File: config.mk
export PLATFORM = sky130hd
export DESIGN_NAME = move_scheduler
export DESIGN_NICKNAME = d
export VERILOG_FILES = /design/src/rtl/move_scheduler.sv
export SDC_FILE = /design/constraint.sdc
export NUM_CORES = 1
export LEC_CHECK = 0
export BUFFER_PORTS_ARGS = -buffer_cell sky130_fd_sc_hd__buf_2
export CAP_MARGIN = 20
export CORE_MARGIN = 8
export CORE_UTILIZATION = 45
export CTS_BUF_LIST = sky130_fd_sc_hd__clkbuf_4 sky130_fd_sc_hd__clkbuf_8
export DETAILED_ROUTE_END_ITERATION = 10
export PLACE_DENSITY = 0.7
export SLEW_MARGIN = 0
export SYNTH_ARGS = -nofsm -noshare
export SYNTH_HDL_FRONTEND = slang
export SYNTH_SLANG_ARGS = --single-unit
File: constraint.sdc
create_clock -name clk_in -period 5.22 [get_ports clk_in]
set_input_delay 1.305 -clock clk_in [delete_from_list [all_inputs] [get_ports clk_in]]
set_output_delay 1.305 -clock clk_in [all_outputs]
set_load 0.005 [all_outputs]
File: src/rtl/move_scheduler.sv
`default_nettype none
// ============================================================================
// Module   : move_scheduler
// Purpose  : Arbitrates local/remote Go moves, runs the board updater, commits
//            the result, triggers the transmitter; tracks turn/passes/game end.
// Options  : define UPD_TIMEOUT_EN to enable the updater watchdog timer.
// Revision : 1.0 - initial release
// ============================================================================
module move_scheduler #(
  parameter int         NUM_POINTS  = 81,
  parameter logic [7:0] PASS_CODE   = 8'hFF,
  parameter int         UPD_TIMEOUT = 65_000
) (
  input  logic       clk_in,
  input  logic       rst_in_n,
  input  logic       my_color,
  input  logic       local_valid,
  input  logic [7:0] local_move,
  output logic       local_ready,
  input  logic       remote_valid,
  input  logic [7:0] remote_move,
  output logic       upd_start,
  output logic [7:0] upd_move,
  output logic       upd_turn,
  input  logic       upd_done,
  input  logic       upd_illegal,
  output logic       commit,
  output logic       tx_start,
  output logic [7:0] tx_move,
  input  logic       tx_busy,
  output logic       turn,
  output logic       game_over,
  output logic       reject,
  output logic       err_timeout
);

  typedef enum logic [2:0] {
    S_IDLE      = 3'd0,
    S_UPD_START = 3'd1,
    S_UPD_WAIT  = 3'd2,
    S_COMMIT    = 3'd3,
    S_TX_START  = 3'd4,
    S_TX_WAIT   = 3'd5,
    S_OVER      = 3'd6
  } state_t;

  localparam logic [8:0] c_num_points = 9'(NUM_POINTS);

  state_t     r_state;
  logic       r_turn;
  logic       r_game_over;
  logic [1:0] r_pass_cnt;
  logic [7:0] r_upd_move;
  logic       r_upd_turn;
  logic [7:0] r_move;
  logic       r_is_local;
  logic [7:0] r_tx_move;
  logic       r_tx_seen;
  logic       r_tx_cnt;

  state_t     w_state_nxt;
  logic       w_local_ready;
  logic       w_reject;
  logic       w_upd_start;
  logic       w_commit;
  logic       w_tx_start;
  logic       w_latch_pt;
  logic       w_latch_pass;
  logic       w_flip;
  logic       w_set_over;
  logic       w_clr_pass;
  logic       w_my_turn;
  logic [7:0] w_code;
  logic       w_is_pass;
  logic       w_code_ok;
  logic [1:0] w_pass_nxt;

`ifdef UPD_TIMEOUT_EN
  localparam int                 c_tmr_w    = $clog2(UPD_TIMEOUT + 1);
  localparam logic [c_tmr_w-1:0] c_tmr_last = c_tmr_w'(UPD_TIMEOUT - 1);

  logic [c_tmr_w-1:0] r_timer;
  logic               r_err_timeout;
  logic               w_tmr_expired;
`endif

  // Only the side whose turn it is can be accepted; the other is refused.
  assign w_my_turn  = (r_turn == my_color);
  assign w_code     = w_my_turn ? local_move : remote_move;
  assign w_is_pass  = (w_code == PASS_CODE);
  assign w_code_ok  = ({1'b0, w_code} < c_num_points) || w_is_pass;
  assign w_pass_nxt = r_pass_cnt + 2'd1;

  always_ff @(posedge clk_in or negedge rst_in_n) begin
    if (!rst_in_n) begin
      r_state <= S_IDLE;
    end else begin
      r_state <= w_state_nxt;
    end
  end

  always_comb begin
    w_state_nxt   = r_state;
    w_local_ready = 1'b0;
    w_reject      = 1'b0;
    w_upd_start   = 1'b0;
    w_commit      = 1'b0;
    w_tx_start    = 1'b0;
    w_latch_pt    = 1'b0;
    w_latch_pass  = 1'b0;
    w_flip        = 1'b0;
    w_set_over    = 1'b0;
    w_clr_pass    = 1'b0;
`ifdef UPD_TIMEOUT_EN
    w_tmr_expired = 1'b0;
`endif
    unique case (r_state)
      S_IDLE: begin
        if (w_my_turn) begin
          if (remote_valid) w_reject = 1'b1;
          if (local_valid) begin
            w_local_ready = 1'b1;
            if (!w_code_ok)     w_reject     = 1'b1;
            else if (w_is_pass) w_latch_pass = 1'b1;
            else                w_latch_pt   = 1'b1;
          end
        end else begin
          if (local_valid) begin
            w_local_ready = 1'b1;
            w_reject      = 1'b1;
          end
          if (remote_valid) begin
            if (!w_code_ok)     w_reject     = 1'b1;
            else if (w_is_pass) w_latch_pass = 1'b1;
            else                w_latch_pt   = 1'b1;
          end
        end
        if (w_latch_pt) begin
          w_state_nxt = S_UPD_START;
        end else if (w_latch_pass) begin
          if (w_pass_nxt == 2'd2) begin
            w_set_over  = 1'b1;
            w_state_nxt = w_my_turn ? S_TX_START : S_OVER;
          end else begin
            w_flip      = 1'b1;
            w_state_nxt = w_my_turn ? S_TX_START : S_IDLE;
          end
        end
      end
      S_UPD_START: begin
        w_upd_start = 1'b1;
        w_state_nxt = S_UPD_WAIT;
      end
      S_UPD_WAIT: begin
        if (upd_done) begin
          w_reject    = upd_illegal;
          w_state_nxt = upd_illegal ? S_IDLE : S_COMMIT;
        end
`ifdef UPD_TIMEOUT_EN
        else if (r_timer == c_tmr_last) begin
          w_tmr_expired = 1'b1;
          w_reject      = 1'b1;
          w_state_nxt   = S_IDLE;
        end
`endif
      end
      S_COMMIT: begin
        w_commit    = 1'b1;
        w_flip      = 1'b1;
        w_clr_pass  = 1'b1;
        w_state_nxt = r_is_local ? S_TX_START : S_IDLE;
      end
      S_TX_START: begin
        if (!tx_busy) begin
          w_tx_start  = 1'b1;
          w_state_nxt = S_TX_WAIT;
        end
      end
      S_TX_WAIT: begin
        // A transmitter that never raises busy is released after two cycles.
        if (!tx_busy && (r_tx_seen || r_tx_cnt)) begin
          w_state_nxt = r_game_over ? S_OVER : S_IDLE;
        end
      end
      S_OVER: begin
        if (local_valid) begin
          w_local_ready = 1'b1;
          w_reject      = 1'b1;
        end
      end
      default: w_state_nxt = S_IDLE;
    endcase
    if (remote_valid && (r_state != S_IDLE)) w_reject = 1'b1;
  end

  always_ff @(posedge clk_in or negedge rst_in_n) begin
    if (!rst_in_n) begin
      r_turn      <= 1'b0;
      r_game_over <= 1'b0;
      r_pass_cnt  <= 2'd0;
      r_upd_move  <= 8'd0;
      r_upd_turn  <= 1'b0;
      r_move      <= 8'd0;
      r_is_local  <= 1'b0;
      r_tx_move   <= 8'd0;
      r_tx_seen   <= 1'b0;
      r_tx_cnt    <= 1'b0;
    end else begin
      if (w_latch_pt) begin
        r_upd_move <= w_code;
        r_upd_turn <= r_turn;
      end
      if (w_latch_pt || w_latch_pass) begin
        r_move     <= w_code;
        r_is_local <= w_my_turn;
      end
      if (w_latch_pass)    r_pass_cnt <= w_pass_nxt;
      else if (w_clr_pass) r_pass_cnt <= 2'd0;
      if (w_flip)     r_turn      <= ~r_turn;
      if (w_set_over) r_game_over <= 1'b1;
      if (w_tx_start) begin
        r_tx_move <= r_move;
        r_tx_seen <= 1'b0;
        r_tx_cnt  <= 1'b0;
      end else if (r_state == S_TX_WAIT) begin
        if (tx_busy) r_tx_seen <= 1'b1;
        r_tx_cnt <= 1'b1;
      end
    end
  end

`ifdef UPD_TIMEOUT_EN
  always_ff @(posedge clk_in or negedge rst_in_n) begin
    if (!rst_in_n) begin
      r_timer       <= '0;
      r_err_timeout <= 1'b0;
    end else begin
      if (r_state == S_UPD_START)     r_timer <= '0;
      else if (r_state == S_UPD_WAIT) r_timer <= r_timer + 1'b1;
      if (w_tmr_expired) r_err_timeout <= 1'b1;
    end
  end
  assign err_timeout = r_err_timeout;
`else
  // Watchdog absent: the flag is constant low.
  assign err_timeout = (UPD_TIMEOUT < 0);
`endif

  assign local_ready = w_local_ready;
  assign reject      = w_reject;
  assign upd_start   = w_upd_start;
  assign commit      = w_commit;
  assign tx_start    = w_tx_start;
  assign upd_move    = r_upd_move;
  assign upd_turn    = r_upd_turn;
  // The move is presented alongside tx_start, then held until the next one.
  assign tx_move     = w_tx_start ? r_move : r_tx_move;
  assign turn        = r_turn;
  assign game_over   = r_game_over;

endmodule
`default_nettype wire
Word-level counts from Yosys, hierarchy flattened
Cells that the tools add are included.

Bits in registers: 35. Latch bits: 0. Bits in writable memories: 0. Bits in read-only memories: 0. Input port bits: 24. Output and inout port bits: 25. Word-level logic and storage cells: 100. Memories: 0.

$add $sub $neg: 1. Multipliers: 0. Div/mod/pow operators: 0. Order comparisons: 1. Eq/ne operators: 13. Shift-type cells: 0. Multiplexer cells: 58. Bitwise operators: 2. Reduce and logical (&&, ||, !) cells: 14.

Operators with widths (count): two-way mux 1 bit (40); two-way mux 3 bit (9); case mux 3 bit (7 select lines) (1); two-way mux 8 bit (2); equality test 3 bit, second input constant (3); equality test 8 bit, second input constant (1); less-than comparator 8 x 7 -> 1 bit, second input constant (1); two-way mux 2 bit (4); equality test 3 x 2 -> 1 bit, second input constant (2); inequality test 2 bit, second input constant (3); nonzero test 2 bit (3); AND reduction 5 bit (1); equality test 3 x 1 -> 1 bit, second input constant (1); logical NOT 3 bit (1); logical OR 1 bit (3); inequality test 3 bit, second input constant (1); case mux 1 bit (3 select lines) (1); nonzero test 3 bit (1); adder 2 x 1 -> 2 bit, second input constant (1); equality test 2 bit, second input constant (1); logical AND 1 bit (2); inverter 1 bit (2); case mux 1 bit (2 select lines) (1); AND reduction 2 bit (1); 3 further kinds (3).

Depth between registers and ports, before layout
Gate-level depths: netlist of the first run.

Depth after elaboration: 11. Depth in mapped cells: 9. Depth with buffers taken out: 6.

Worst setup path before layout of the first run
No wires, ideal clock.

Path kind: input port to output port. Start point: input my_color. End point: output reject. Arrival: 2.581 ns. Data required time: 3.915 ns. Slack: 1.334 ns. Stages on the path: 6. Buffers on the path: 0. Cells stage by stage: xor2_2 -> or4_1 -> o41ai_2 -> nor2_2 -> o21a_1 -> o22a_1.

Longest elaborated chain between the ends: 9. Elaborated cells between the ends (all ways): 12. Classes of those cells: 1 x order compare; 2 x eq/ne; 8 x mux; 1 x reduce/logical.

Ends and longest elaborated chain: start, declared (RTL line 16) `input logic my_color,`; equality test 1 bit * (RTL line 88) `assign w_my_turn = (r_turn == my_color);`; two-way mux 8 bit (RTL line 89) `assign w_code = w_my_turn ? local_move : remote_move;`; less-than comparator 8 x 7 -> 1 bit or equality test 8 bit (tied branches) (RTL line 91, 90); logical OR 1 bit (RTL line 91) `assign w_code_ok = ({1'b0, w_code} < c_num_points) || w_is_pass;`; two-way mux 1 bit (on tied branches) (RTL line 133, 123); two-way mux 1 bit (on tied branches) (RTL line 132, 121); two-way mux 1 bit * (RTL line 119) `if (w_my_turn) begin`; case mux 1 bit (3 select lines) * (RTL line 117) `unique case (r_state)`; two-way mux 1 bit * (RTL line 193) `if (remote_valid && (r_state != S_IDLE)) w_reject = 1'b1;`; end, declared (RTL line 33) `output logic reject,`.

Mark *: on every way between the ends. The rest lies on a longest branch, timed or not.

Worst setup path after layout of the first run
Same ends and word-level chain as after synthesis.

==> summary.md, run 1 <==
| Metric | Value |
|---|---|
| Outcome | `completed` |
| Seq/Total Area, Yosys | `between 40% and 50%` |
| Worst-path clk slew | `~0.070 ns` |
| M3 GR Usage | `between 4 and 5%` |
| Max rail drop VDD | `332.6 uV` |
| CTS tree | `yes` |
| Overall routing resource usage | `13.53%` |
| Synth Area in Compound Gates | `just under 20%` |
| CP required | `a little under 4 ns` |
| Crit path cell chain | `buf_2 > xor2_2 > or4_1 > o41ai_2 > nor2_2 > o21a_1 > o22a_1 > buf_2` |
| Flop-to-flop setup slack | `2.81 ns` |
| Post-synth EDFFs | `0` |
| Final Critical Period | `4.281 ns` |
| Syn Inst Count | `about 180` |
| Final Hold Viols | `0` |
| Worst slew pin tran | `a little under 0.8 ns` |
| Final Skew | `0.003495 ns` |
| Syn_nets | `approximately 210` |
| Post-synth top flop | `dfrtp_1` |
| Area of the multi-input gates | `844.6 um2` |
| Syn-to-layout area delta | `19.23%` |
| Power per cell area | `551.2 nW/um2` |
| Vias | `approximately 1500` |
| Finished Core Util | `54.90%` |
| Mean routed wirelength per cell | `between 15 and 20 um` |
| Die Y-Extent | `roughly 80 um` |
| DR iter-0 viols | `86` |
| Root Buffer | `clkbuf_8` |
| Worst Hold Depth | `1` |
| Met1 usage | `about 17%` |
| First-pass GRT wire length | `slightly below 7000 um` |
| Synth cell types | `between 40 and 50` |
| Post-Synth XOR/XNOR Area | `~1.9%` |
| Hold endpoint | `upd_move[3]` |
| Number of buffers inserted by port buffering | `47` |
| H-tree levels | `2` |
| Ys async rst share | `100.0%` |
| Post-synth top cells | `35 x dfrtp_1, 23 x nand2_1, 15 x o21a_1` |
| CTS sink cnt | `35` |
| DRT Pass-1 Iters | `4` |
| Std-Cell Rows | `23` |
| CTS Buf Count | `5` |
| Clock tree buffer depth | `2` |
| Critical path launch point type | `input pin` |
| IO Pins | `between 40 and 50` |
| Seq cells post-synth | `35` |
| Post-CTS resize count | `0` |
| Postcts setup bufs | `0` |
| CTS Hold Bufs | `0` |
| Grt peak-use layer | `met2` |
| Synth top area cells | `dfrtp_1 48%, mux2_2 6.2%, o21a_1 6.2%, nand2_1 4.8%, nand3_1 3.3%` |
| Initial Util | `46.05%` |
| Yosys warnings | `0` |
| Post-Synth Simple-Gate Area | `17.51%` |
| GPL Wtd Cong | `approximately 0.90` |
| Diode count | `0` |
| Share of post-route cells with drive strength above 1 | `32.31%` |
| Via density | `roughly 5.3` |
| Total of max-cap violations | `0` |
| Chip width | `79.52 um` |
| Critical Path AT | `2.98 ns` |
| Total global routing overflow | `0` |
| Fmax | `233.6 MHz` |
| Mapped cell area | `1815 um2` |
| Synth top area share | `48.24%` |
| Core ar. | `approximately 3900 um2` |
| Final ANT Viol Nets | `0` |
| Vias in the first global route | `between 1000 and 1500` |
| Final setup vio count | `0` |
| Fin. max-slew vios | `0` |
| Unrepaired setup endpoints after global routing | `false` |
| Crit-path max FO | `12` |
| Slowest stage delay, CP | `0.57 ns` |
| Clk_lat worst skew | `around 0.28 ns` |
| Worst hold path type | `reg -> reg` |
| Register area | `875.8 um2` |
| Leading area contributor after synthesis | `dfrtp_1` |
| Largest family of logic cells by synthesized area | `compound AO/OA/AOI/OAI gates` |
| FF-to-FF Start | `turn` |
| Multiplexer share of the synthesized area | `7.030%` |
| Adder-cell area share of the yosys netlist | `0.6892%` |
| Slowest CP cell | `or4_1` |
| R2r endpoint | `upd_move[6]` |
| Layout Nets | `about 250` |
| Die Area | `roughly 6300 um2` |
| Largest net degree at the start of global routing | `36` |
| Met2 usage | `a little over a fifth` |
| Max_slew headroom | `between 40 and 50%` |
| Static Leakage | `between 0.0009 and 0.001 uW` |
| Worst r2r path cells | `6` |
| Hold path startpoint | `upd_move[3]` |
| CP endpoint kind | `output pin` |
| Crit path top cell by count | `buf_2` |
| Syn_area_per_cell | `9.921 um2` |
| Final WL | `4262 um` |
| # DRC | `0` |
| Fillers | `approximately 370` |
| Final TNS setup | `0 ns` |
| Crit share post-route | `between 80% and 90%` |
| Top-count cell post-synth | `dfrtp_1` |
| Initial antenna violation count | `0` |
| WS Path Type | `in -> out` |
| HPWL after detailed placement | `between 3000 and 4000 um` |
cells in the final DEF (no fill, tap or decap), drive strengths merged, types with 2 or more instances in the layout:
master	synthesis	final
and2	2	2
inv	7	7
xor2	2	2
nor2b	3	3
and3	2	2
nand3	12	12
clkbuf	4	5
nand2	23	23
a22o	2	2
o22a	2	2
nor4	2	2
o21ai	13	13
nor2	10	10
nor3	2	2
o21a	15	15
dfrtp	35	35
buf	6	48
a21oi	10	10
mux2	11	11
nand4	2	2
nand2b	2	2
clkinv	0	2
final cells by class:
class                           count  share of cell area (%)
Inverter                            7                   1.214
Clock inverter                      3                   2.023
Tap cell                           50                   2.890
Multi-Input combinational cell    131                   39.02
Sequential cell                    35                   40.46
Timing Repair Buffer               48                   11.21
Clock buffer                        5                   3.179
registers in the layout, summed over array words and instances (netlist names):
register and flops:
r_state 3, game_over 1, turn 1, r_pass_cnt 2, r_tx_cnt 1, r_is_local 1, r_move 8, upd_turn 1
r_tx_move 8, r_tx_seen 1, upd_move 8
metal layers:
| layer | vias up | wire length [um] | part of all wire, % |
|---|---|---|---|
| met5 | - | 0 | 0 |
| met4 | 0 | 52 | 1.2 |
| met3 | 7 | 229 | 5.4 |
| met2 | 33 | 2071 | 49 |
| met1 | 711 | 1908 | 45 |
| li1 | 739 | - | - |
logic make-up after synthesis:
group / Yosys count
adders and majority gates: 1
buffers and inverters: 17
DFF: 35
other: 1
xor gates and xnor gates: 3
muxes: 11
AOI/OAI and AO/OA: 51
and+or+nand+nor: 64
where the power goes:
part	leakage, uW	total (uW)	switching (uW)	internal, uW
Sequential	0.000415	469	81.6	387
Combinational	0.000519	482	236	246
Clock	0.0000581	243	100	142
per-stage QoR:
stage / instance area, um2 / setup slack (ns) / std cells / hold WS (ns) / power (uW)
global route: 2165 / 0.8704 / 279 / 0.5003 / 1287
detailed placement: 2052 / 0.9402 / 271 / 0.4756 / 963.3
floorplan: 1815 / 1.334 / 183 / 0.4583 / 806.3
finish: 2165 / 0.9393 / 279 / 0.4869 / 1193
CTS: 2165 / 0.9405 / 279 / 0.4925 / 1208
global placement: 2052 / 0.9620 / 271 / 0.4725 / 948.4
worst max path at each step:
stage | startpoint | to | slack [ns]
6_report | my_color | reject | 0.94
5_1_grt | my_color | reject | 0.87
4_1_cts | my_color | reject | 0.94
3_5_place_dp | my_color | reject | 0.94
3_3_place_gp | my_color | reject | 0.96
2_1_floorplan | my_color | reject | 1.33
worst max-delay path: cells and delay by family:
family	cells	cell delay, ns
compound gates	3	0.49
buf+inv	2	0.25
xor+xnor	1	0.24
simple gates	2	0.68
No activity file was read; power rests on OpenSTA's default activity.
==> run 2, diff against run 1 <==
==> constraint.sdc (replaced) <==
create_clock -name clk_in -period 4 [get_ports clk_in]
set_input_delay 1 -clock clk_in [delete_from_list [all_inputs] [get_ports clk_in]]
set_output_delay 1 -clock clk_in [all_outputs]
set_load 0.005 [all_outputs]
==> summary.md, run 2 (synthesis results as in run 1) <==
| Metric | Value |
|---|---|
| Die Y-Extent | `approximately 80 um` |
| Final Skew | `approximately 0.0068 ns` |
| Mean routed wirelength per cell | `approximately 15 um` |
| Final setup vio count | `0` |
| CTS Buf Count | `5` |
| Critical Path AT | `between 2 and 3 ns` |
| Initial antenna violation count | `0` |
| Static Leakage | `roughly 0.001 uW` |
| Fillers | `378` |
| First-pass GRT wire length | `roughly 7000 um` |
| Fin. max-slew vios | `0` |
| CTS Hold Bufs | `0` |
| Die Area | `about 6300 um2` |
| Final WL | `between 4000 and 5000 um` |
| CTS tree | `yes` |
| Worst slew pin tran | `0.7664 ns` |
| Crit share post-route | `between 80% and 90%` |
| Total of max-cap violations | `0` |
| Clock tree buffer depth | `2` |
| # DRC | `0` |
| Post-CTS resize count | `0` |
| Power per cell area | `between 600 and 700 nW/um2` |
| Std-Cell Rows | `23` |
| Flop-to-flop setup slack | `approximately 1.7 ns` |
| Initial Util | `a little under half` |
| HPWL after detailed placement | `3243 um` |
| Final TNS setup | `0 ns` |
| Max_slew headroom | `approximately half` |
| Chip width | `79.52 um` |
| Postcts setup bufs | `0` |
| Via density | `approximately 5.4` |
| Diode count | `0` |
| H-tree levels | `2` |
| Syn-to-layout area delta | `18.33%` |
| Final Critical Period | `3.561 ns` |
| Crit-path max FO | `3` |
| Vias in the first global route | `between 1500 and 2000` |
| Critical path launch point type | `input pin` |
| Worst hold path type | `reg -> reg` |
| Unrepaired setup endpoints after global routing | `false` |
| Total global routing overflow | `0` |
| Most common cell after layout, fill and taps aside | `buf_2` |
| Final ANT Viol Nets | `0` |
| DR iter-0 viols | `64` |
| Max rail drop VDD | `373.7 uV` |
| GPL Wtd Cong | `0.9261` |
| Clk_lat worst skew | `0.29 ns` |
| Root Buffer | `clkbuf_8` |
| Largest net degree at the start of global routing | `36` |
| Vias | `1513` |
| WS Path Type | `in -> out` |
| CP required | `3.00 ns` |
| Core ar. | `around 4000 um2` |
| Worst-path clk slew | `0.07 ns` |
| Number of buffers inserted by port buffering | `between 40 and 50` |
| Hold slack | `0.4899 ns` |
| Fmax | `280.8 MHz` |
| Share of post-route cells with drive strength above 1 | `about 33%` |
| Layout Nets | `approximately 250` |
| CP endpoint kind | `output pin` |
| DRT Pass-1 Iters | `4` |
| IO Pins | `between 40 and 50` |
| Most frequent cells in the layout | `47 x buf_2, 35 x dfrtp_1, 23 x nand2_1, 15 x o21a_1, 12 x nand3_1` |
| CTS sink cnt | `35` |
| Overall routing resource usage | `13.92%` |
| Finished Core Util | `~54%` |
| Outcome | `completed` |
| Final Hold Viols | `0` |
[run 2: cell type report]
type / count / area [um2] / area share, %
Multi-Input combinational cell: 131 / 844.6 / 39.31
Timing Repair Buffer: 49 / 250.2 / 11.65
Tap cell: 50 / 62.56 / 2.912
Sequential cell: 35 / 875.8 / 40.77
Clock inverter: 3 / 20.02 / 0.9319
Clock buffer: 5 / 68.82 / 3.203
Inverter: 7 / 26.28 / 1.223
[run 2: final timing paths]
kind	startpoint	endpoint	cells after the start
min	upd_move[0]	upd_move[0]	1
max in group asynchronous	rst_in_n	r_tx_move[5]	1
min reg2reg	upd_move[0]	upd_move[0]	1
max	my_color	reject	8
max reg2reg	turn	upd_move[2]	6
min in group asynchronous	rst_in_n	r_state[1]	1
[run 2: report_power, final]
group	leakage (uW)	switching, uW	internal [uW]
clock network	0.0000402	129	121
logic	0.000524	311	328
registers	0.000415	107	505
total	0.000979	547	954
[run 2: worst max-delay path: stages]
cell and delay, ns:
buf_2 0.12, xor2_2 0.17, or4_1 0.54, o41ai_2 0.10, nor2_2 0.11, o21a_1 0.20, o22a_1 0.20, buf_2 0.13
[run 2: layer usage]
layer	vias up	routed length, um	global-route usage [%]
li1	736	-	-
met1	727	1797	17.02
met2	39	2072	21.76
met3	11	263	4.730
met4	0	76	5.926
met5	-	0	0
[run 2: per-stage QoR]
stage / std cells / power, uW / area, um2 / setup WS (ns)
finish: 280 / 1501 / 2148 / 0.4390
CTS: 280 / 1522 / 2148 / 0.4291
floorplan: 183 / 1052 / 1815 / 0.7244
global route: 280 / 1628 / 2148 / 0.2976
global placement: 272 / 1251 / 2059 / 0.4547
detailed placement: 272 / 1270 / 2059 / 0.4313
